==> src/rtl/commit_trace_buffer.sv <==
// Commit trace buffer: captures {pc, rd1, rd2, alu} per committed
// instruction in fill-once or ring mode, then drains oldest-first.
module commit_trace_buffer #(
  parameter  int XLEN  = 64,
  parameter  int DEPTH = 16,
  localparam int CW    = $clog2(DEPTH) + 1
) (
  input  logic            clock,
  input  logic            reset_n,
  input  logic            start,
  input  logic            stop,
  input  logic            mode,
  input  logic            trig_en,
  input  logic [XLEN-1:0] trig_pc,
  input  logic            in_valid,
  input  logic [XLEN-1:0] in_pc,
  input  logic [XLEN-1:0] in_rd1,
  input  logic [XLEN-1:0] in_rd2,
  input  logic [XLEN-1:0] in_alu,
  input  logic            rd_ready,
  output logic            rd_valid,
  output logic [XLEN-1:0] rd_pc,
  output logic [XLEN-1:0] rd_rd1,
  output logic [XLEN-1:0] rd_rd2,
  output logic [XLEN-1:0] rd_alu,
  output logic [CW-1:0]   count,
  output logic            overflow,
  output logic [1:0]      state
);

  localparam int          AW   = $clog2(DEPTH);
  localparam logic [CW-1:0] FULL = CW'(DEPTH);

  typedef enum logic [1:0] {
    S_IDLE    = 2'd0,
    S_ARMED   = 2'd1,
    S_CAPTURE = 2'd2,
    S_DONE    = 2'd3
  } state_e;

  typedef struct packed {
    logic [XLEN-1:0] pc;
    logic [XLEN-1:0] rd1;
    logic [XLEN-1:0] rd2;
    logic [XLEN-1:0] alu;
  } entry_t;

  state_e          state_q, state_d;
  logic [AW-1:0]   wr_ptr_q, wr_ptr_d;
  logic [AW-1:0]   rd_ptr_q, rd_ptr_d;
  logic [CW-1:0]   count_q, count_d;
  logic            overflow_q, overflow_d;
  logic            mode_q, mode_d;
  logic [XLEN-1:0] trig_pc_q, trig_pc_d;

  entry_t          mem [DEPTH];
  entry_t          wr_e;
  entry_t          rd_e;
  logic            we;
  logic            do_start;
  logic            out_en;

  assign wr_e     = '{pc: in_pc, rd1: in_rd1, rd2: in_rd2, alu: in_alu};
  assign do_start = start && (state_q == S_IDLE || state_q == S_DONE);
  assign out_en   = (state_q == S_DONE) && (count_q != '0);

  always_comb begin
    state_d    = state_q;
    wr_ptr_d   = wr_ptr_q;
    rd_ptr_d   = rd_ptr_q;
    count_d    = count_q;
    overflow_d = overflow_q;
    mode_d     = mode_q;
    trig_pc_d  = trig_pc_q;
    we         = 1'b0;

    if (do_start) begin
      // start wins over a same-cycle pop in DONE
      wr_ptr_d   = '0;
      rd_ptr_d   = '0;
      count_d    = '0;
      overflow_d = 1'b0;
      mode_d     = mode;
      trig_pc_d  = trig_pc;
      state_d    = trig_en ? S_ARMED : S_CAPTURE;
    end else begin
      unique case (state_q)
        S_IDLE: ;
        S_ARMED: begin
          if (in_valid && in_pc == trig_pc_q) begin
            we       = 1'b1;
            wr_ptr_d = AW'(1);
            count_d  = CW'(1);
            state_d  = S_CAPTURE;
          end
          if (stop) begin
            state_d  = S_DONE;
            rd_ptr_d = '0;
          end
        end
        S_CAPTURE: begin
          if (in_valid) begin
            we       = 1'b1;
            wr_ptr_d = wr_ptr_q + AW'(1);
            if (count_q == FULL) overflow_d = 1'b1;
            else                 count_d    = count_q + CW'(1);
          end
          if (stop || (!mode_q && count_d == FULL)) begin
            state_d  = S_DONE;
            rd_ptr_d = overflow_d ? wr_ptr_d : '0;
          end
        end
        S_DONE: begin
          if (count_q == '0) begin
            state_d = S_IDLE;
          end else if (rd_ready) begin
            rd_ptr_d = rd_ptr_q + AW'(1);
            count_d  = count_q - CW'(1);
          end
        end
        default: state_d = S_IDLE;
      endcase
    end
  end

  always_ff @(posedge clock or negedge reset_n) begin
    if (!reset_n) begin
      state_q    <= S_IDLE;
      wr_ptr_q   <= '0;
      rd_ptr_q   <= '0;
      count_q    <= '0;
      overflow_q <= 1'b0;
      mode_q     <= 1'b0;
      trig_pc_q  <= '0;
    end else begin
      state_q    <= state_d;
      wr_ptr_q   <= wr_ptr_d;
      rd_ptr_q   <= rd_ptr_d;
      count_q    <= count_d;
      overflow_q <= overflow_d;
      mode_q     <= mode_d;
      trig_pc_q  <= trig_pc_d;
    end
  end

  // storage contents are don't-care after reset, so no reset here
  always_ff @(posedge clock) begin
    if (we) mem[wr_ptr_q] <= wr_e;
  end

  assign rd_e     = out_en ? mem[rd_ptr_q] : '0;
  assign rd_valid = out_en;
  assign rd_pc    = rd_e.pc;
  assign rd_rd1   = rd_e.rd1;
  assign rd_rd2   = rd_e.rd2;
  assign rd_alu   = rd_e.alu;
  assign count    = count_q;
  assign overflow = overflow_q;
  assign state    = state_q;

endmodule

==> config.mk <==
export PLATFORM = sky130hd
export DESIGN_NAME = commit_trace_buffer
export DESIGN_NICKNAME = d
export VERILOG_FILES = /design/src/rtl/commit_trace_buffer.sv
export SDC_FILE = /design/constraint.sdc
export NUM_CORES = 2
export LEC_CHECK = 0
export CAP_MARGIN = 20
export CORE_MARGIN = 4
export CORE_UTILIZATION = 30
export CTS_CLUSTER_SIZE = 30
export DETAILED_ROUTE_END_ITERATION = 8
export DONT_BUFFER_PORTS = 1
export MAX_ROUTING_LAYER = met4
export PLACE_DENSITY = 0.48
export RECOVER_POWER = 25
export SLEW_MARGIN = 20
export SYNTH_ARGS = -nofsm -noshare
export SYNTH_HDL_FRONTEND = slang
export SYNTH_SLANG_ARGS = --single-unit
==> constraint.sdc <==
create_clock -name clock -period 12.2 [get_ports clock]
set_input_delay 0.61 -clock clock [delete_from_list [all_inputs] [get_ports clock]]
set_output_delay 0.61 -clock clock [all_outputs]
set_load 0.02 [all_outputs]
Yosys cells after proc, flatten, opt, wreduce, memory -nomap -nowiden:

Memory sizes are Yosys's and may differ from the RTL's.
Cells that the tools add are included.
W data, S select, Z words.

* add/subtract/negate cells: 4
* equality and inequality tests: 13
* muxes and demuxes: 40
* reduce and logical (&&, ||, !) cells: 17

Operators by type and width (number)
* $mux W256: 1
* $eq A64 B64 Y1: 1
* $mux W5: 8
* $mux W4: 9
* $ne A3 B3 Y1 const B: 5
* $pmux W5 S3: 1
* $mux W2: 6
* $pmux W4 S3: 1
* $mux W1: 11
* $eq A5 B5 Y1 const B: 2
* $add A4 B1 Y4 const B: 2
* $pmux W4 S2: 1
* $reduce_and A4 Y1: 2
* $pmux W2 S3: 1
* $add A5 B1 Y5 const B: 1
* $logic_not A5 Y1: 1
* $reduce_and A5 Y1: 1
* $reduce_bool A5 Y1: 1
* $sub A5 B1 Y5 const B: 1
* $eq A2 B2 Y1 const B: 2
* $logic_and A1 B1 Y1: 4
* $ne A4 B4 Y1 const B: 1
* $reduce_bool A4 Y1: 1
* $ne A3 B2 Y1 const B: 1
* other kinds (8): 9

* bits in registers: 81
* RAM bits: 4096
* bits of input ports: 328
* output and inout port bits: 265
* logic and storage cells: 82
* memories: 1

Memory list
* mem: words 16, bits a word 256, read ports 1, clocked after memory_dff 0, wr ports 1, RTL line 56 `entry_t mem [DEPTH];`

Logic depth before layout (Yosys ltp):

* depth in word-level cells: 11
* mapped depth: 10
* gate-level depth less buffers: 9

Worst setup path before layout:

No wires, ideal clock.

* kind: input -> register
* start point: input in_pc[6]
* end point: memory mem[12][0] (netlist bit), enable pin
* library setup time: 0.878 ns
* arrival: 12.810 ns
* required time: 11.322 ns
* setup slack: -1.488 ns
* cell stages on the path: 8
* path buffers: 1
* path through: nor2b_1 > a2111o_1 > nor4_2 > and4_1 > nand3_1 > a21bo_1 > clkbuf_1 > nor2_1

* cells in the longest elaborated chain, start to end: 7

RTL lines
* start: declaration: RTL line 16 `input logic [XLEN-1:0] in_pc,`
* $eq A64 B64 Y1: RTL line 90 `if (in_valid && in_pc == trig_pc_q) begin`
* $logic_and A1 B1 Y1: RTL line 90
* $mux W1: RTL line 90
* $pmux W1 S2: RTL line 87 `unique case (state_q)`
* $mux W1: RTL line 77 `if (do_start) begin`
* $mux W1: RTL line 148 `if (we) mem[wr_ptr_q] <= wr_e;`
* $mux W1 (not written as such): RTL line 148
* end: declaration: RTL line 56

No other way between the ends.

Worst setup path in the final report:

* start point: register rd_ptr_q[1]
* end point: output rd_alu[58]

* cells in the longest elaborated chain, start to end: 2

RTL lines
* start: declaration: RTL line 50 `logic [AW-1:0] rd_ptr_q, rd_ptr_d;`
* start signal: assignment: RTL line 138 `rd_ptr_q <= rd_ptr_d;`
* $mem_v2 Z16 W256
* $mux W256: RTL line 151 `assign rd_e = out_en ? mem[rd_ptr_q] : '0;`
* end: declaration: RTL line 25 `output logic [XLEN-1:0] rd_alu,`

No other way between the ends.

==> impl_metrics.env <==
export IMPL_status="finished with violations"
export IMPL_violations="capacitance limit, slew limit"
export IMPL_cp_required_ps=11590
export IMPL_maxCapViolations=1
export IMPL_die_area_um2=543500
export IMPL_worst_setup_path_end_kind="primary output"
export IMPL_grt_usage_pct=15.64
export IMPL_power_density_nw_per_um2=197.3
export IMPL_finalMaxSlewViolations=82
export IMPL_crit_type="reg -> out"
export IMPL_min_path_type="in -> reg"
export IMPL_muxShareOfSynthArea_pct=18.12
export IMPL_fin_crit_ps=6230
export IMPL_post_cts_resized=0
export IMPL_fin_tns_setup_ps=0
export IMPL_p_leak_nw=55.55
export IMPL_initial_utilization_pct=30.15
export IMPL_worstMarginPinSlew_ps=4787
export IMPL_ant_nets=0
export IMPL_overflow=0
export IMPL_final_fill_count=48550
export IMPL_drt_wl_total_um=421600
export IMPL_setup_viol=0
export IMPL_num_vias=71470
export IMPL_grt_max_degree=133
export IMPL_grt_pass1_vias=76870
export IMPL_worst_slack_ps=5970
export IMPL_fmax_mhz=160.5
export IMPL_die_w_um=737.2
export IMPL_synthAdderAreaFrac_pct=0.09412
export IMPL_final_layout_size_suffix_gt1_share_pct=27.50
export IMPL_drt_iter0_drc=6156
export IMPL_clk_pin_slew_ps=60
export IMPL_hpwl_um=225100
export IMPL_cts_hold_buf=326
export IMPL_max_slew_margin_pct=-219.1
export IMPL_synth_compound_area_share_pct=0.3388
export IMPL_synth_top_family_by_area="multiplexers"
export IMPL_regArea_um2=125000
export IMPL_io_pins=593
export IMPL_synth_area_um2=159500
export IMPL_clock_path_buffers=4
export IMPL_numCtsBuffers=445
export IMPL_rows=267
export IMPL_worst_ir_drop_vdd_v=0.0002226
export IMPL_yosysSeqAreaShare_pct=78.37
export IMPL_cts_tree="built"
export IMPL_synthArstFlopShare_pct=1.939
export IMPL_routabilityCongestion=0.8021
export IMPL_fin_util_pct=35.17
export IMPL_postCtsSetupBuffers=0
export IMPL_core_area_um2=529200
export IMPL_syn_num_nets=6866
export IMPL_fin_crit_sh_pct=51.07
export IMPL_root_buffer="clkbuf_16"
export IMPL_netlist_instances=6526
export IMPL_fin_skew_ps=102.9
export IMPL_postPlaceCellArea_um2=168600
export IMPL_regToRegSetupSlack_ps=6470
export IMPL_ys_warn_count=0
export IMPL_drc=0
export IMPL_power_total_mw=36.72
export IMPL_synth_area_per_cell_um2=24.44
export IMPL_synth_ff_type="edfxtp_1"
export IMPL_antenna_found_initial=110
export IMPL_hold_viol_final=0
export IMPL_arrival_ps=5620
export IMPL_dp_slack_ps=6253
export IMPL_synth_cell_types=61
export IMPL_multi_input_area_um2=33120
export IMPL_synth_seq_cells=4177
export IMPL_insertion_delay_ps=1010
export IMPL_design_area_um2=186100
export IMPL_cts_max_level=5
export IMPL_cp_max_fo=120
export IMPL_drt_pass1_iter_count=6
export IMPL_synth_simple_area_share_pct=1.900
export IMPL_synth_edf_count=4096
export IMPL_synth_xor_area_share_pct=0.2306
export IMPL_grt_first_pass_wirelength_um=594800
export IMPL_clock_sinks=4177
export IMPL_avgViaCountPerCell=4.918
export IMPL_wl_per_cell_um=29.01
export IMPL_die_h_um=737.2
export IMPL_cp_start_kind="flop"
export IMPL_syn2layout_area_growth_pct=16.65
export IMPL_layout_nets=7437
export IMPL_rsz0062_at_grt="false"
export IMPL_io_buffers=0
[cells by family after synthesis]
kind of cell,after synthesis
buffers and inverters,363
and+or+nand+nor,572
xor gates and xnor gates,42
adders and majority gates,12
DFF,4177
muxes,1286
AOI/OAI and AO/OA,74
[layer usage]
| layer | part of all wire, % | GRT usage (%) | vias to the layer above |
|---|---|---|---|
| li1 | - | - | 29210 |
| met1 | 42 | 20.22 | 39710 |
| met2 | 50 | 26.00 | 1947 |
| met3 | 5.1 | 2.620 | 613 |
| met4 | 2.4 | 3.423 | 0 |
| met5 | 0 | - | - |
[cells in the final DEF, fill, tap and decap left out, types with 15 or more instances in the layout]
| cell | instances |
|---|---|
| o21ai_0 | 15 |
| nor2_1 | 18 |
| clkbuf_1 | 96 |
| diode_2 | 61 |
| mux4_2 | 1280 |
| nor2b_1 | 20 |
| nor2_4 | 17 |
| inv_1 | 23 |
| edfxtp_1 | 4096 |
| xnor2_1 | 39 |
| dfrtp_1 | 77 |
| buf_4 | 93 |
| nand4_1 | 15 |
| clkbuf_16 | 448 |
| buf_12 | 43 |
| and2_1 | 257 |
| clkinv_16 | 16 |
| clkinv_1 | 132 |
| clkinv_2 | 85 |
| nand2_1 | 197 |
| dlygate4sd3_1 | 325 |
| bufinv_16 | 27 |
[final cells by class]
class / instances / area share [%]
antenna: 61 / 0.08203
clock buffer: 547 / 6.246
clock inverter: 282 / 1.322
inverter: 23 / 0.04639
multi-input combinational: 1986 / 17.80
sequential: 4177 / 67.19
tap: 6994 / 4.703
timing repair buffer: 464 / 2.609
[path summary, 6_finish.rpt]
check | from | to | cells past startpoint
setup / recovery | rd_ptr_q[1]$_DFFE_PN0P_ | rd_alu[58] | 6
hold / removal | in_valid | rd_ptr_q[3]$_DFFE_PN0P_ | 4
setup reg to reg | trig_pc_q[12]$_DFFE_PN0P_ | mem[1][103]$_DFFE_PP_ | 10
hold reg to reg | trig_pc_q[55]$_DFFE_PN0P_ | trig_pc_q[55]$_DFFE_PN0P_ | 2
max in group asynchronous | reset_n | rd_ptr_q[0]$_DFFE_PN0P_ | 2
min in group asynchronous | reset_n | state[0]$_DFFE_PN0P_ | 2
[sequential cells by signal, indices dropped and copies added, names as in the netlist]
register	flops
count	5
mode_q	1
rd_ptr_q	4
wr_ptr_q	4
state	2
mem	4096
overflow	1
trig_pc_q	64
[synth_stat cells (2+ instances only)]
master        n  area [µm²]
edfxtp_1   4096      123000
mux4_2     1280       28830
and2_1      258        1614
clkbuf_1    200       750.7
nand2_1     198       743.2
buf_2       105       525.5
dfrtp_1      81        2027
xnor2_1      39       341.6
nor2_1       35       131.4
buf_1        31       116.4
inv_1        23       86.33
nor2b_1      20       125.1
nand4_1      15       93.84
o21ai_0      15       75.07
nand2b_1     13       81.33
ha_1         12       150.1
a21oi_1       9       45.04
a2111o_1      6       67.56
a31oi_1       6       37.54
nand3_1       5       25.02
o22ai_1       5       31.28
nand3b_1      4       30.03
nor3_1        4       20.02
o2111ai_1     4       35.03
o31ai_1       4       30.03
or3b_2        4       35.03
a211oi_1      3       22.52
and4_1        3       26.28
buf_4         3       22.52
mux2i_1       3       30.03
nor4_1        3       18.77
xor2_1        3       26.28
a21o_1        2       15.01
a32o_1        2       20.02
and3_1        2       12.51
mux2_4        2       30.03
nor4_2        2       25.02
o21ai_1       2       10.01
or2_2         2       12.51
[worst max-delay path, stage by stage, from the launching register on]
cell	delay, ps
dfrtp_4	1010
buf_12	670
buf_4	550
buf_4	780
mux4_2	450
mux4_2	510
and2_1	260
[power breakdown]
| part | internal, mW | switching [mW] | total (mW) |
|---|---|---|---|
| registers | 16.1 | 0.226 | 16.4 |
| clock network | 7.35 | 5.65 | 13.0 |
| logic | 3.21 | 4.15 | 7.36 |
| total | 26.7 | 10.0 | 36.7 |
[per-stage QoR]
step / cells / hold WS (ps)
global placement: 13320 / 317.6
finish: 14530 / 186.0
detailed placement: 13320 / 316.5
floorplan: 6526 / 314.4
CTS: 14470 / 45.49
global route: 14510 / 124.0
No activity file was read; power rests on OpenSTA's default activity.
